[src/rtl/wb_trace_pkg.sv]
// Shared constants and types for the writeback trace sink.
package wb_trace_pkg;

  localparam int XLEN_DEF = 32;
  localparam int REG_AW   = 5;
  localparam int NREGS    = 32;

  localparam logic [REG_AW-1:0] LAST_IDX = 5'd31;

  typedef enum logic [1:0] {
    IDLE = 2'd0,
    SEND = 2'd1,
    DONE = 2'd2
  } dump_state_t;

endpackage

[src/rtl/wb_shadow_regs.sv]
// Shadow architectural register file: one write port (x0 suppressed),
// one combinational read port that forwards a same-cycle write.
module wb_shadow_regs
  import wb_trace_pkg::*;
#(
  parameter int XLEN = XLEN_DEF
) (
  input  logic              clk,
  input  logic              reset,
  input  logic              we,
  input  logic [REG_AW-1:0] wa,
  input  logic [XLEN-1:0]   wd,
  input  logic [REG_AW-1:0] ra,
  output logic [XLEN-1:0]   rd
);

  logic [XLEN-1:0] mem_q [NREGS];
  logic [XLEN-1:0] mem_d [NREGS];

  // next-state of the register array
  always_comb begin
    mem_d = mem_q;
    if (we && (wa != 5'd0)) begin
      mem_d[wa] = wd;
    end else begin
      mem_d = mem_q;
    end
  end

  // array storage with synchronous clear
  always_ff @(posedge clk) begin
    if (reset) begin
      for (int i = 0; i < NREGS; i++) begin
        mem_q[i] <= '0;
      end
    end else begin
      mem_q <= mem_d;
    end
  end

  // read port; a write to the addressed entry this cycle wins over storage
  always_comb begin
    rd = '0;
    if (ra == 5'd0) begin
      rd = '0;
    end else if (we && (wa == ra)) begin
      rd = wd;
    end else begin
      rd = mem_q[ra];
    end
  end

endmodule

[src/rtl/wb_trace_sink.sv]
// Writeback trace sink: shadows the core register file, counts commits and
// streams all 32 registers over valid/ready on each rising edge of dump.
module wb_trace_sink
  import wb_trace_pkg::*;
#(
  parameter int XLEN  = XLEN_DEF,
  parameter int CNT_W = 32
) (
  input  logic              clk,
  input  logic              reset,
  input  logic              wb_e,
  input  logic [4:0]        wb_a,
  input  logic [XLEN-1:0]   wb_d,
  input  logic              dump,
  output logic              out_valid,
  input  logic              out_ready,
  output logic [4:0]        out_idx,
  output logic [XLEN-1:0]   out_data,
  output logic              dump_busy,
  output logic              dump_done,
  output logic [CNT_W-1:0]  commit_cnt
);

  dump_state_t       state_q, state_d;
  logic              dump_q, dump_d;
  logic [4:0]        idx_q, idx_d;
  logic [XLEN-1:0]   data_q, data_d;
  logic              valid_q, valid_d;
  logic              busy_q, busy_d;
  logic              done_q, done_d;
  logic [CNT_W-1:0]  cnt_q, cnt_d;

  logic              start_s;
  logic              hs_s;
  logic              commit_s;
  logic [4:0]        rd_addr_s;
  logic [XLEN-1:0]   rd_data_s;

  assign start_s   = dump && !dump_q;
  assign hs_s      = valid_q && out_ready;
  assign commit_s  = wb_e && (wb_a != 5'd0);
  // in IDLE the next beat to load is x0, in SEND it is the one after the current
  assign rd_addr_s = (state_q == SEND) ? (idx_q + 5'd1) : 5'd0;

  wb_shadow_regs #(
    .XLEN (XLEN)
  ) u_regs (
    .clk   (clk),
    .reset (reset),
    .we    (wb_e),
    .wa    (wb_a),
    .wd    (wb_d),
    .ra    (rd_addr_s),
    .rd    (rd_data_s)
  );

  // dump sequencer and beat loading
  always_comb begin
    state_d = state_q;
    idx_d   = idx_q;
    data_d  = data_q;
    case (state_q)
      IDLE: begin
        if (start_s) begin
          state_d = SEND;
          idx_d   = rd_addr_s;
          data_d  = rd_data_s;
        end else begin
          state_d = IDLE;
        end
      end
      SEND: begin
        if (hs_s) begin
          if (idx_q == LAST_IDX) begin
            state_d = DONE;
          end else begin
            idx_d  = rd_addr_s;
            data_d = rd_data_s;
          end
        end else begin
          state_d = SEND;
        end
      end
      DONE: begin
        state_d = IDLE;
      end
      default: begin
        state_d = IDLE;
      end
    endcase
  end

  // registered status flags, edge detect and commit counter
  always_comb begin
    valid_d = (state_d == SEND);
    busy_d  = (state_d != IDLE);
    done_d  = (state_d == DONE);
    dump_d  = dump;
    if (commit_s) begin
      cnt_d = cnt_q + {{(CNT_W-1){1'b0}}, 1'b1};
    end else begin
      cnt_d = cnt_q;
    end
  end

  // state and output registers
  always_ff @(posedge clk) begin
    if (reset) begin
      state_q <= IDLE;
      dump_q  <= 1'b0;
      idx_q   <= 5'd0;
      data_q  <= '0;
      valid_q <= 1'b0;
      busy_q  <= 1'b0;
      done_q  <= 1'b0;
      cnt_q   <= '0;
    end else begin
      state_q <= state_d;
      dump_q  <= dump_d;
      idx_q   <= idx_d;
      data_q  <= data_d;
      valid_q <= valid_d;
      busy_q  <= busy_d;
      done_q  <= done_d;
      cnt_q   <= cnt_d;
    end
  end

  assign out_valid  = valid_q;
  assign out_idx    = idx_q;
  assign out_data   = data_q;
  assign dump_busy  = busy_q;
  assign dump_done  = done_q;
  assign commit_cnt = cnt_q;

endmodule

[config.mk]
export PLATFORM = sky130hd
export DESIGN_NAME = wb_trace_sink
export DESIGN_NICKNAME = d
export VERILOG_FILES = /design/src/rtl/wb_trace_pkg.sv /design/src/rtl/wb_shadow_regs.sv /design/src/rtl/wb_trace_sink.sv
export SDC_FILE = /design/constraint.sdc
export NUM_CORES = 2
export LEC_CHECK = 0
export BUFFER_PORTS_ARGS = -buffer_cell sky130_fd_sc_hd__buf_4
export CAP_MARGIN = 30
export CORE_ASPECT_RATIO = 1.5
export CORE_MARGIN = 1.5
export CORE_UTILIZATION = 40
export CTS_CLUSTER_DIAMETER = 30
export DETAILED_ROUTE_END_ITERATION = 7
export PLACE_DENSITY = 0.56
export SETUP_SLACK_MARGIN = 0.02
export SYNTH_ARGS = -nofsm -noshare
export SYNTH_HDL_FRONTEND = slang
export SYNTH_SLANG_ARGS = --single-unit
[constraint.sdc]
create_clock -name clk -period 3.3 [get_ports clk]
set_input_delay 0.165 -clock clk [delete_from_list [all_inputs] [get_ports clk]]
set_output_delay 0.165 -clock clk [all_outputs]
set_load 0.02 [all_outputs]
==> results.md <==
Die:
- The die extent in y is 423 um.
- For this design the top-level I/O count stands at 114.
- The initial core utilization is 0.405.
- The core outline area is 116,000 um2.
- The floorplan has 153 rows.
- The die covers 120,000 um2.
- The horizontal extent of the die is 283 um.

Outcome:
- The flow ran to the end, and the final reports show no timing, DRC or antenna violations.

Critical path:
- The critical path data arrival time is 3770 ps.
- For this run, the slowest stage of the critical path takes 580 ps.
- The slowest cell on the critical path is sky130_fd_sc_hd__or4_2.
- In this run the worst path has a maximum fanout of 65.
- The worst setup path is launched from a register.
- Together, buffers and inverters on the worst path number 1.
- The type of the setup path with the least slack is register to register.
- The most frequent cell on the critical path is sky130_fd_sc_hd__ha_1.
- For the worst setup path, the data required time is 4040 ps.
- In this design, the largest share of critical-path delay is due to simple AND/OR/NAND/NOR gates.
- The signal on the critical path passes through ha_1 -> and3_1 -> ha_1 -> nor4bb_1 -> a31oi_1 -> o32a_1 -> or4_2 -> buf_12 -> and4_1 -> a32oi_1.
- The critical path capture point type is a register.

Route:
- Using the TritonRoute via totals, the vias-per-cell ratio works out to 5.59.
- After detailed routing, the number of remaining DRC violations is 0.
- In this run the remaining antenna-violating nets after routing total 0.
- For this block, the routed nets add up to 176 mm of wire.
- In the final routed layout, each cell accounts on average for 22.8 um.
- The first-pass iteration count of the detailed router is 6.
- For this block, the via count after detailed routing is 43,100.
- The detailed router finished its first iteration with 4,100 violations.

Timing:
- For the pin with the worst max-slew slack, the measured transition is 1150 ps.
- Dividing the final minimum period by the clock period gives 0.917.
- The count of final hold-check violations is 0.
- Setup repair after global routing left no endpoint under its margin.
- The headroom to the max-slew limit is 0.235.
- Clock skew on the completed layout was measured at 30.8 ps.
- The final sum of negative setup slack is 0 ps.
- The final count of pins violating max slew is 0.
- Setup violations remaining at the end of the flow were counted as 0.
- Once routing completed, OpenROAD measured the worst setup slack at 275 ps.
- The post-route minimum period is 3030 ps.
- The highest achievable clock rate is 331 MHz.

Synth:
- Of the post-synthesis cell area, the part taken by muxes is 0.0681.
- For this run, the register share of the synthesized area comes to 0.468.
- The gate count of the mapped netlist is 6,034.
- The synthesized design contains 0 enable-type register cells.
- The post-synth net total is 6,079.
- In the synthesized netlist the dominant register cell turns out to be sky130_fd_sc_hd__dfxtp_1.
- The mapped netlist covers 47,000 um2.
- After synthesis, the share of flip-flops with an asynchronous set or reset is 0.
- Of the total synthesized cell area, the portion taken by AND, OR, NAND and NOR gates is 0.231.
- The synthesized netlist contains 58 unique library cells.
- Yosys printed 0 warnings.
- The share of the synthesized area in compound gates (AO/OA/AOI/OAI) is 0.177.
- The flop and latch count out of synthesis is 1,099.
- The fraction of synthesized cell area in xor and xnor cells is 0.00615.
- The fraction of the mapped netlist area in adder cells is 0.000798.
- In this run the mean area of a mapped cell was 7.79 um2.
- The combinational family with the most area after synthesis is simple AND/OR/NAND/NOR gates.

Place:
- The wire-length estimate of the detail-placed layout is 103 mm.
- The count of buffers inserted at the top-level ports is 113.
- The global placer's final weighted congestion is 0.875.
- The worst setup slack before clock tree synthesis is 313 ps.

Final layout:
- The most common cell after layout, fill and taps aside is sky130_fd_sc_hd__nand2_1.
- The synthesis-to-finish area growth is 20.5%.
- In the final design database the tool counted 6,040 nets.
- The top cell types in the final layout, fill and taps aside, are sky130_fd_sc_hd__nand2_1, sky130_fd_sc_hd__dfxtp_1, sky130_fd_sc_hd__a21oi_1.
- The number of filler cells placed in the layout is 11,100.
- The share of post-route cells with drive strength above 1 is 0.132.
- The sequential standard cell area is 22,000 um2.
- The area of combinational cells with multiple inputs is 22,900 um2.

Clock network:
- Counting every sink on the clock net gives 1,099.
- TritonCTS created 192 clock buffers.
- The CTS H-tree depth is 4.
- The clock passes through at most 3 buffers.
- TritonCTS built the clock tree.
- The later pin in the worst-skew pair is clocked with a latency of 830 ps.
- After clock tree synthesis, the clock-pin slew on the worst setup and hold paths is 60 ps.
- CTS placed an instance of sky130_fd_sc_hd__clkbuf_16 at the clock tree root.

Min path:
- In this run the worst hold path is classified as input pin to register.

Global routing:
- For this run, the total global-route usage over all layers was measured as 0.288.
- Entering global routing, the biggest net connects 178 pins.
- The global-route wire length before repair is 264 mm.
- The number of global-route vias before repair came to 41,100.
- The initial antenna violation count is 3.
- The final global-route overflow total is 0.

Pwr:
- IR analysis of the VDD net gives a maximum drop of 0.000598 V.
- The power density of the placed cells is 634 nW/um2.
- In this run the static leakage power is 18.1 nW.

Job:
- Max-cap violations in this run came to 0.
-- timing repair --
item | in CTS | in global routing
hold buffers | 39 | 0
buffers inserted | 0 | 0
endpoints found under the hold margin | 1035 | 0
gates resized for setup | 0 | 0
-- per-layer routing --
layer | global-route usage | vias up | wire (um)
met3 | 0.0497 | 368 | 12400
met1 | 0.356 | 20800 | 70600
met4 | 0.134 | 4 | 7990
met2 | 0.486 | 1701 | 84700
li1 | - | 20300 | -
met5 | 0 | - | 28
-- state kept, by name, indices dropped and copies added, names as in the netlist --
signal / flops
u_regs.mem_q: 1024
commit_cnt: 32
out_data: 32
out_idx: 5
state_q: 2
dump_busy: 1
dump_done: 1
dump_q: 1
out_valid: 1
-- where the power goes --
group	internal [mW]	total [mW]	switching (mW)
Sequential	13.4	13.4	0.0584
Clock	12.9	20.4	7.49
Combinational	0.570	2.09	1.52
Total	26.9	35.9	9.07
-- Yosys cell counts, types with 3 or more instances --
| cell type | instances | area [um2] |
|---|---|---|
| sky130_fd_sc_hd__nand2b_1 | 4 | 25.0 |
| sky130_fd_sc_hd__nor4_1 | 3 | 18.8 |
| sky130_fd_sc_hd__xor2_1 | 3 | 26.3 |
| sky130_fd_sc_hd__ha_1 | 3 | 37.5 |
| sky130_fd_sc_hd__mux2i_1 | 103 | 1030 |
| sky130_fd_sc_hd__o211ai_1 | 64 | 480 |
| sky130_fd_sc_hd__dfxtp_1 | 1099 | 22000 |
| sky130_fd_sc_hd__nor3_1 | 16 | 80.1 |
| sky130_fd_sc_hd__a2bb2oi_1 | 31 | 272 |
| sky130_fd_sc_hd__o221ai_1 | 64 | 561 |
| sky130_fd_sc_hd__nand3b_1 | 4 | 30.0 |
| sky130_fd_sc_hd__a32oi_1 | 31 | 272 |
| sky130_fd_sc_hd__o21ai_0 | 125 | 626 |
| sky130_fd_sc_hd__or3_1 | 5 | 31.3 |
| sky130_fd_sc_hd__a211oi_1 | 126 | 946 |
| sky130_fd_sc_hd__nor2b_1 | 132 | 826 |
| sky130_fd_sc_hd__and3b_1 | 4 | 35.0 |
| sky130_fd_sc_hd__mux2_2 | 3 | 33.8 |
| sky130_fd_sc_hd__nor4b_1 | 3 | 26.3 |
| sky130_fd_sc_hd__mux4_2 | 94 | 2120 |
| sky130_fd_sc_hd__nand3_1 | 14 | 70.1 |
| sky130_fd_sc_hd__and4_1 | 32 | 280 |
| sky130_fd_sc_hd__clkbuf_1 | 520 | 1950 |
| sky130_fd_sc_hd__buf_6 | 4 | 45.0 |
| sky130_fd_sc_hd__buf_2 | 22 | 110 |
| sky130_fd_sc_hd__nand4_1 | 34 | 213 |
| sky130_fd_sc_hd__and4_4 | 5 | 56.3 |
| sky130_fd_sc_hd__nor3b_1 | 36 | 270 |
| sky130_fd_sc_hd__buf_4 | 9 | 67.6 |
| sky130_fd_sc_hd__and2_1 | 4 | 25.0 |
| sky130_fd_sc_hd__nor2_1 | 83 | 312 |
| sky130_fd_sc_hd__inv_1 | 10 | 37.5 |
| sky130_fd_sc_hd__nand2_1 | 2251 | 8450 |
| sky130_fd_sc_hd__a21oi_1 | 1002 | 5010 |
| sky130_fd_sc_hd__or2_2 | 3 | 18.8 |
| sky130_fd_sc_hd__o21ai_1 | 7 | 35.0 |
| sky130_fd_sc_hd__buf_1 | 23 | 86.3 |
| sky130_fd_sc_hd__and3_1 | 4 | 25.0 |
| sky130_fd_sc_hd__a31oi_1 | 3 | 18.8 |
| sky130_fd_sc_hd__xnor2_1 | 30 | 263 |
-- worst min-delay path: cells and delay by family --
kind / cells / cell delay (ps)
buffers and inverters: 1 / 170
AO/OA/AOI/OAI: 1 / 120
AND/OR/NAND/NOR: 3 / 360
-- final timing paths --
kind	end	depth (start not counted)	from	slack [ps]
max	out_data[31]$_SDFFE_PP0P_	10	out_idx[0]$_SDFFE_PP0P_	270
min	u_regs.mem_q[638]$_SDFFE_PP0P_	5	wb_a[1]	60
max reg2reg	out_data[31]$_SDFFE_PP0P_	10	out_idx[0]$_SDFFE_PP0P_	270
min reg2reg	u_regs.mem_q[791]$_SDFFE_PP0P_	2	u_regs.mem_q[791]$_SDFFE_PP0P_	450
-- cell families (layout without fill, tap and decap cells) --
group	count (synthesis)	count (layout)
AO/OA/AOI/OAI	1465	1465
XOR/XNOR	33	33
adder cells (fa/ha/maj)	3	3
buffers and inverters	588	715
flip-flops	1099	1099
multiplexers	201	201
other	0	4
AND/OR/NAND/NOR	2645	2645
-- area by class of cell --
type | instances | area share
Tap cell | 1550 | 0.0342
Clock buffer | 241 | 0.0939
Timing Repair Buffer | 345 | 0.0539
Antenna cell | 4 | 0.000177
Inverter | 10 | 0.000662
Multi-Input combinational cell | 4347 | 0.404
Clock inverter | 119 | 0.0249
Sequential cell | 1099 | 0.388
-- metrics by stage --
| step | hold WS (ps) | util | std cells | cell area (um2) | power, mW |
|---|---|---|---|---|---|
| 5_1_grt | 107 | 0.488 | 7712 | 56700 | 36.9 |
| 3_3_place_gp | 396 | 0.425 | 7308 | 49400 | 15.7 |
| 4_1_cts | 0.951 | 0.488 | 7711 | 56700 | 36.1 |
| 2_1_floorplan | 293 | - | 6034 | 47000 | 14.9 |
| 6_report | 58.9 | 0.488 | 7715 | 56700 | 35.9 |
| 3_5_place_dp | 403 | 0.426 | 7312 | 49500 | 15.7 |
Note: power is estimated with default switching activity, not from simulation.
